**config.mk**
```make
export PLATFORM = sky130hd
export DESIGN_NAME = debounce_n
export DESIGN_NICKNAME = d
export VERILOG_FILES = /design/src/rtl/debounce_pkg.sv /design/src/rtl/debounce_chan.sv /design/src/rtl/debounce_n.sv
export SDC_FILE = /design/constraint.sdc
export NUM_CORES = 1
export LEC_CHECK = 0
export CORE_AREA = 3 3 95 97
export CTS_CLUSTER_SIZE = 30
export DETAILED_ROUTE_END_ITERATION = 12
export DIE_AREA = 0 0 98 100
export SLEW_MARGIN = 40
export SYNTH_ARGS = -nofsm -noshare
export SYNTH_HDL_FRONTEND = slang
export SYNTH_SLANG_ARGS = --single-unit
```
**constraint.sdc**
```tcl
create_clock -name clk_i -period 4.6 [get_ports clk_i]
set_input_delay 1.15 -clock clk_i [delete_from_list [all_inputs] [get_ports clk_i]]
set_output_delay 1.15 -clock clk_i [all_outputs]
set_load 0.01 [all_outputs]
```
**src/rtl/debounce_pkg.sv**
```systemverilog
// Shared constants and elaboration helpers for the multi-channel debouncer.
// Pure compile-time content: no state, no latency.
package debounce_pkg;

    localparam int MODE_INTEGRATE = 0;
    localparam int MODE_STRETCH   = 1;

    function automatic int clog2(input int value);
        int result;
        int rem;
        result = 0;
        rem    = value - 1;
        while (rem > 0) begin
            result = result + 1;
            rem    = rem >> 1;
        end
        return result;
    endfunction

    // STABLE_CNT-1 fits in CNT_W bits exactly when clog2(STABLE_CNT) <= CNT_W.
    function automatic bit params_ok(input int sync_stages, input int stable_cnt,
                                     input int cnt_w, input int mode);
        return (sync_stages >= 2) && (stable_cnt >= 1) && (cnt_w >= 1) &&
               ((mode == MODE_INTEGRATE) || (mode == MODE_STRETCH)) &&
               (clog2(stable_cnt) <= cnt_w);
    endfunction

endpackage

```
**src/rtl/debounce_chan.sv**
```systemverilog
// One debounce channel: synchroniser, stability counter, level and strobe registers.
// Level follows input SYNC_STAGES+STABLE_CNT enabled edges after capture (stretch: rise after SYNC_STAGES+1).
module debounce_chan
    import debounce_pkg::*;
#(
    parameter int SYNC_STAGES = 2,
    parameter int STABLE_CNT  = 50000,
    parameter int CNT_W       = 16,
    parameter int MODE        = MODE_INTEGRATE,
    parameter bit RESET_LEVEL = 1'b0
) (
    input  logic clk_i,
    input  logic rst_ni,
    input  logic tick_en_i,
    input  logic sig_i,
    output logic sig_o,
    output logic rise_o,
    output logic fall_o
);

    localparam logic [CNT_W-1:0] TERM = CNT_W'(STABLE_CNT - 1);

    logic [SYNC_STAGES-1:0] sync_q, sync_d;
    logic [CNT_W-1:0]       cnt_q, cnt_d;
    logic                   lvl_q, lvl_d;
    logic                   rise_q, rise_d;
    logic                   fall_q, fall_d;
    logic                   s;

    assign s      = sync_q[SYNC_STAGES-1];
    assign sync_d = {sync_q[SYNC_STAGES-2:0], sig_i};

    always_comb begin
        cnt_d  = cnt_q;
        lvl_d  = lvl_q;
        rise_d = 1'b0;
        fall_d = 1'b0;
        if (s == lvl_q) begin
            cnt_d = '0;
        end else if ((MODE == MODE_STRETCH) && s) begin
            // Stretch asserts immediately; only the release is filtered.
            lvl_d  = 1'b1;
            rise_d = 1'b1;
            cnt_d  = '0;
        end else if (tick_en_i) begin
            if (cnt_q == TERM) begin
                lvl_d  = s;
                rise_d = s;
                fall_d = ~s;
                cnt_d  = '0;
            end else begin
                cnt_d = cnt_q + CNT_W'(1);
            end
        end
    end

    always_ff @(posedge clk_i) begin
        if (!rst_ni) begin
            sync_q <= {SYNC_STAGES{RESET_LEVEL}};
            cnt_q  <= '0;
            lvl_q  <= RESET_LEVEL;
            rise_q <= 1'b0;
            fall_q <= 1'b0;
        end else begin
            sync_q <= sync_d;
            cnt_q  <= cnt_d;
            lvl_q  <= lvl_d;
            rise_q <= rise_d;
            fall_q <= fall_d;
        end
    end

    assign sig_o  = lvl_q;
    assign rise_o = rise_q;
    assign fall_o = fall_q;

endmodule

```
**src/rtl/debounce_n.sv**
```systemverilog
// CHANNELS independent debounce channels sharing one clock, reset and prescaler tick.
// Outputs registered; per-channel latency as in debounce_chan, no backpressure.
module debounce_n
    import debounce_pkg::*;
#(
    parameter int CHANNELS    = 4,
    parameter int SYNC_STAGES = 2,
    parameter int STABLE_CNT  = 50000,
    parameter int CNT_W       = 16,
    parameter int MODE        = MODE_INTEGRATE,
    parameter bit RESET_LEVEL = 1'b0
) (
    input  logic                clk_i,
    input  logic                rst_ni,
    input  logic                tick_en_i,
    input  logic [CHANNELS-1:0] sig_i,
    output logic [CHANNELS-1:0] sig_o,
    output logic [CHANNELS-1:0] rise_o,
    output logic [CHANNELS-1:0] fall_o
);

    if (!params_ok(SYNC_STAGES, STABLE_CNT, CNT_W, MODE)) begin : g_bad_params
        $error("debounce_n: illegal SYNC_STAGES/STABLE_CNT/CNT_W/MODE combination");
    end

    for (genvar i = 0; i < CHANNELS; i++) begin : g_chan
        debounce_chan #(
            .SYNC_STAGES (SYNC_STAGES),
            .STABLE_CNT  (STABLE_CNT),
            .CNT_W       (CNT_W),
            .MODE        (MODE),
            .RESET_LEVEL (RESET_LEVEL)
        ) u_chan (
            .clk_i     (clk_i),
            .rst_ni    (rst_ni),
            .tick_en_i (tick_en_i),
            .sig_i     (sig_i[i]),
            .sig_o     (sig_o[i]),
            .rise_o    (rise_o[i]),
            .fall_o    (fall_o[i])
        );
    end

endmodule

```
After elaboration in Yosys (flattened, before gate mapping)
Cells that the tools add are included.
Widths: inputs -> output; s select.
- bits in registers: 84
- bits of input ports: 7
- output and inout port bits: 12
- logic and storage cells: 62
- add/sub/neg operators: 4
- equal/unequal tests: 8
- multiplexer cells: 4
- bitwise operators: 14
- reduce and logical (&&, ||, !) cells: 12
- operators with widths (kind ; count):
    $add 16x1->16 const B ; 4
    $eq 16x16->1 const B ; 4
    $mux 16 ; 4
    $reduce_or 4->1 ; 4
    $not 1->1 ; 14
    $reduce_and 3->1 ; 4
    $reduce_or 2->1 ; 4
    $eq 1x1->1 ; 4

Longest topological paths before layout
- depth in word-level cells: 3
- mapped depth: 6
- mapped depth without buffers: 5

By module
From an unflattened synthesis, not the netlist that was laid out.
- cell total of the unflattened synthesis: 392
- area, all modules: 3693.5 um^2
- modules (own cells, without submodules) (module ; instances ; cells each ; area each (um^2) ; sequential area each (um^2)):
    debounce_chan ; 4 ; 98 ; 923.4 ; 420.4

Least setup slack after synthesis
No wires, ideal clock.
- path type: input to register
- from: in tick_en_i
- to: reg g_chan[0].u_chan.cnt_q[8]
- setup time: 115 ps
- arrival time: 2350 ps
- required time: 4485 ps
- setup slack: 2135 ps
- cell stages on the path: 5
- path buffers: 1
- cell sequence: or4bb_1 nor4_2 nand3b_2 buf_6 nor2_1
- RTL lines (what ; line ; text):
    start, declared ; debounce_n.sv:15 ; input logic tick_en_i,
    end signal, assigned ; debounce_chan.sv:66 ; cnt_q <= cnt_d;
    end, declared ; debounce_chan.sv:24 ; logic [CNT_W-1:0] cnt_q, cnt_d;

==> flow_summary.yaml <==
status:
  run_status: "completed"
synth:
  synth_top_area_frac: 0.459
  synthXorXnorAreaFrac: 0.146
  ys_seq_area_frac: 0.459
  avgSynthCellArea_um2: 9.19
  synth-simple-area-share: 0.302
  synthTopCellsByArea: "dfxtp_1 (46%), xnor2_1 (10%), nor2_1 (7.3%)"
  synth.distinct_cells: 38
  synth_seq_cells: 84
  synth_ff_type: "dfxtp_1"
  synth_fa_ha_area_frac: 0.0136
  mappedNetlistArea_mm2: 0.00367
  syn_nets: 410
  yosys-mux-area-fraction: 0.0218
  synth_top_family_by_area: "simple AND/OR/NAND/NOR gates"
  async_flop_share: 0
  synth_edf_count: 0
  netlist.top_cell.by_area: "dfxtp_1"
  synthCells: 399
  synth-compound-area-share: 0.00955
  yosysWarnings: 0
drt:
  ant_nets: 0
  drc_errors: 0
  via_per_inst: 5.06
  wirelength_um: 6400
  drt_first_iter_violations: 63
  wire_per_inst_um: 12.4
  firstDrtPassIters: 4
  vias: 2621
die:
  dieArea_mm2: 0.00980
  rows: 33
  core_mm2: 0.00822
  initial_utilization: 0.446
  die_width_um: 98
  dieHeight_um: 100
  io_pins: 19
place:
  dp.cells: 502
  place_congestion: 0.763
  port_buffers: 18
  hpwl_um: 4370
  pre_cts_ws_ps: 1190
global_route:
  grt_pass1_wl_um: 11300
  grt_usage: 0.141
  antenna_found_initial: 0
  grt_start_max_net_pins: 17
  grt-ovfl-total: 0
  grt_pass1_vias: 2533
final_layout:
  finish.utilization: 0.491
  layout_commonest_cell: "dfxtp_1"
  num-nets-final: 419
  n_antenna_cell: 0
  area_delta_synth_final_pct: 10.0
  final_layout_size_suffix_gt1_frac: 0.0533
  mostFrequentLayoutCells: "dfxtp_1 (84), nor2_1 (71), xnor2_1 (42)"
  fin_cells: 518
power:
  leakagePower_nw: 1.20
  peakVddDrop_v: 0.000125
  p_total_mw: 1.26
  powerDensity_mw_per_mm2: 311
sta:
  worst_slack_ps: 1570
  finalSetupViolations: 0
  tightest_slew_ps: 539
  finalClockSkew_ps: 6.97
  timing.fmax_mhz: 330
  period_needed_ps: 3030
  rsz0062_at_grt: "false"
  final_max_slew_viol_count: 0
  fin_setup_tns_ps: 0
  hold_violations: 0
  slew_headroom: 0.640
  finalCritPeriodShare: 0.660
setup_path:
  start_kind: "input port"
  worstRegToRegCells: 5
  crit_type: "input port to register"
  critPathCaptureType: "register"
  critPathArrivalTime_ps: 3260
  critical_path_required_ps: 4820
  cp_max_fo: 16
  r2r_slack_ps: 2650
cts:
  cts_hold_buf: 0
  post_cts_resized: 0
  clk_pin_slew_worst_paths_ps: 80
  numClockSinks: 84
  postCtsSetupRepairBufs: 0
  clock_path_buffers: 2
  cts_tree: "yes"
  insertion_delay_ps: 340
  cts_buffers: 9
  cts_max_level: 3
  cts_root_buf: "clkbuf_8"
min_path:
  min_path_type: "register to register"
  whs_path_depth: 1
flow_run:
  cap_violations: 0
==> power breakdown <==
part           total [mW]  switching [mW]  internal [mW]
registers           0.733         0.00257          0.730
logic              0.0256          0.0138         0.0118
clock network       0.497           0.257          0.240
total                1.26           0.273          0.982
==> cells by family (layout without fill, tap and decap cells) <==
group / Yosys count / after routing
AND/OR/NAND/NOR: 206 / 206
flip-flops: 84 / 84
XOR/XNOR: 61 / 61
buffers and inverters: 30 / 44
multiplexers: 8 / 8
AO/OA/AOI/OAI: 6 / 6
adder cells (fa/ha/maj): 4 / 4
==> per-layer routing <==
metal | vias up | part of all wire | global-route usage
met5 | - | 0 | 0
met1 | 1205 | 0.53 | 0.180
li1 | 1382 | - | -
met4 | 0 | 0.015 | 0.0692
met2 | 24 | 0.42 | 0.221
met3 | 10 | 0.032 | 0.0361
==> path summary, 6_finish.rpt <==
kind	startpoint	endpoint
worst max-delay path	tick_en_i	g_chan[0].u_chan.cnt_q[12]$_SDFFE_PP0P_
worst min-delay path	g_chan[1].u_chan.sync_q[0]$_SDFF_PN0_	g_chan[1].u_chan.sync_q[1]$_SDFF_PN0_
worst max register to register	g_chan[2].u_chan.cnt_q[0]$_SDFFE_PP0P_	g_chan[2].u_chan.cnt_q[13]$_SDFFE_PP0P_
worst min register to register	g_chan[1].u_chan.sync_q[0]$_SDFF_PN0_	g_chan[1].u_chan.sync_q[1]$_SDFF_PN0_
==> synthesized netlist by cell type, types with 3 or more instances <==
| library cell | count |
|---|---|
| buf_4 | 12 |
| nand3_1 | 16 |
| nor2_1 | 71 |
| a21oi_1 | 3 |
| inv_1 | 8 |
| and2_1 | 9 |
| nand2_1 | 20 |
| and3_1 | 4 |
| nor4_1 | 12 |
| clkbuf_1 | 6 |
| and4_1 | 4 |
| dfxtp_1 | 84 |
| nand4_1 | 26 |
| nor2b_1 | 4 |
| xor2_1 | 19 |
| ha_1 | 4 |
| nor4bb_1 | 4 |
| xnor2_1 | 42 |
| nor3_1 | 17 |
| mux2i_1 | 8 |
| or4b_1 | 3 |
==> metrics by stage <==
stage,cell area (um2),hold slack [ps]
after floorplan,3670,412
after global placement,3850,414
after detailed placement,3850,419
after CTS,4040,442
after global routing,4040,460
final,4040,438
==> worst max-delay path, stage by stage <==
cell	delay, ps
clkdlybuf4s50_1	720
or4bb_1	540
nor4_2	360
nand3b_2	390
nor2_1	100
==> flip-flops by register name, summed over array words and instances, names as in the netlist <==
name                  count
g_chan.u_chan.sig_o       4
g_chan.u_chan.fall_o      4
g_chan.u_chan.cnt_q      64
g_chan.u_chan.rise_o      4
g_chan.u_chan.sync_q      8
==> area by class of cell <==
cell class              count  area, um2
clock buffers              13        169
flip-flops and latches     84       1680
multi-input cells         285       1810
inverters                   8       30.0
clock inverters             3       20.0
fillers                   764       4180
well taps                 105        131
repair buffers             20        195
No activity file was read; power rests on OpenSTA's default activity.
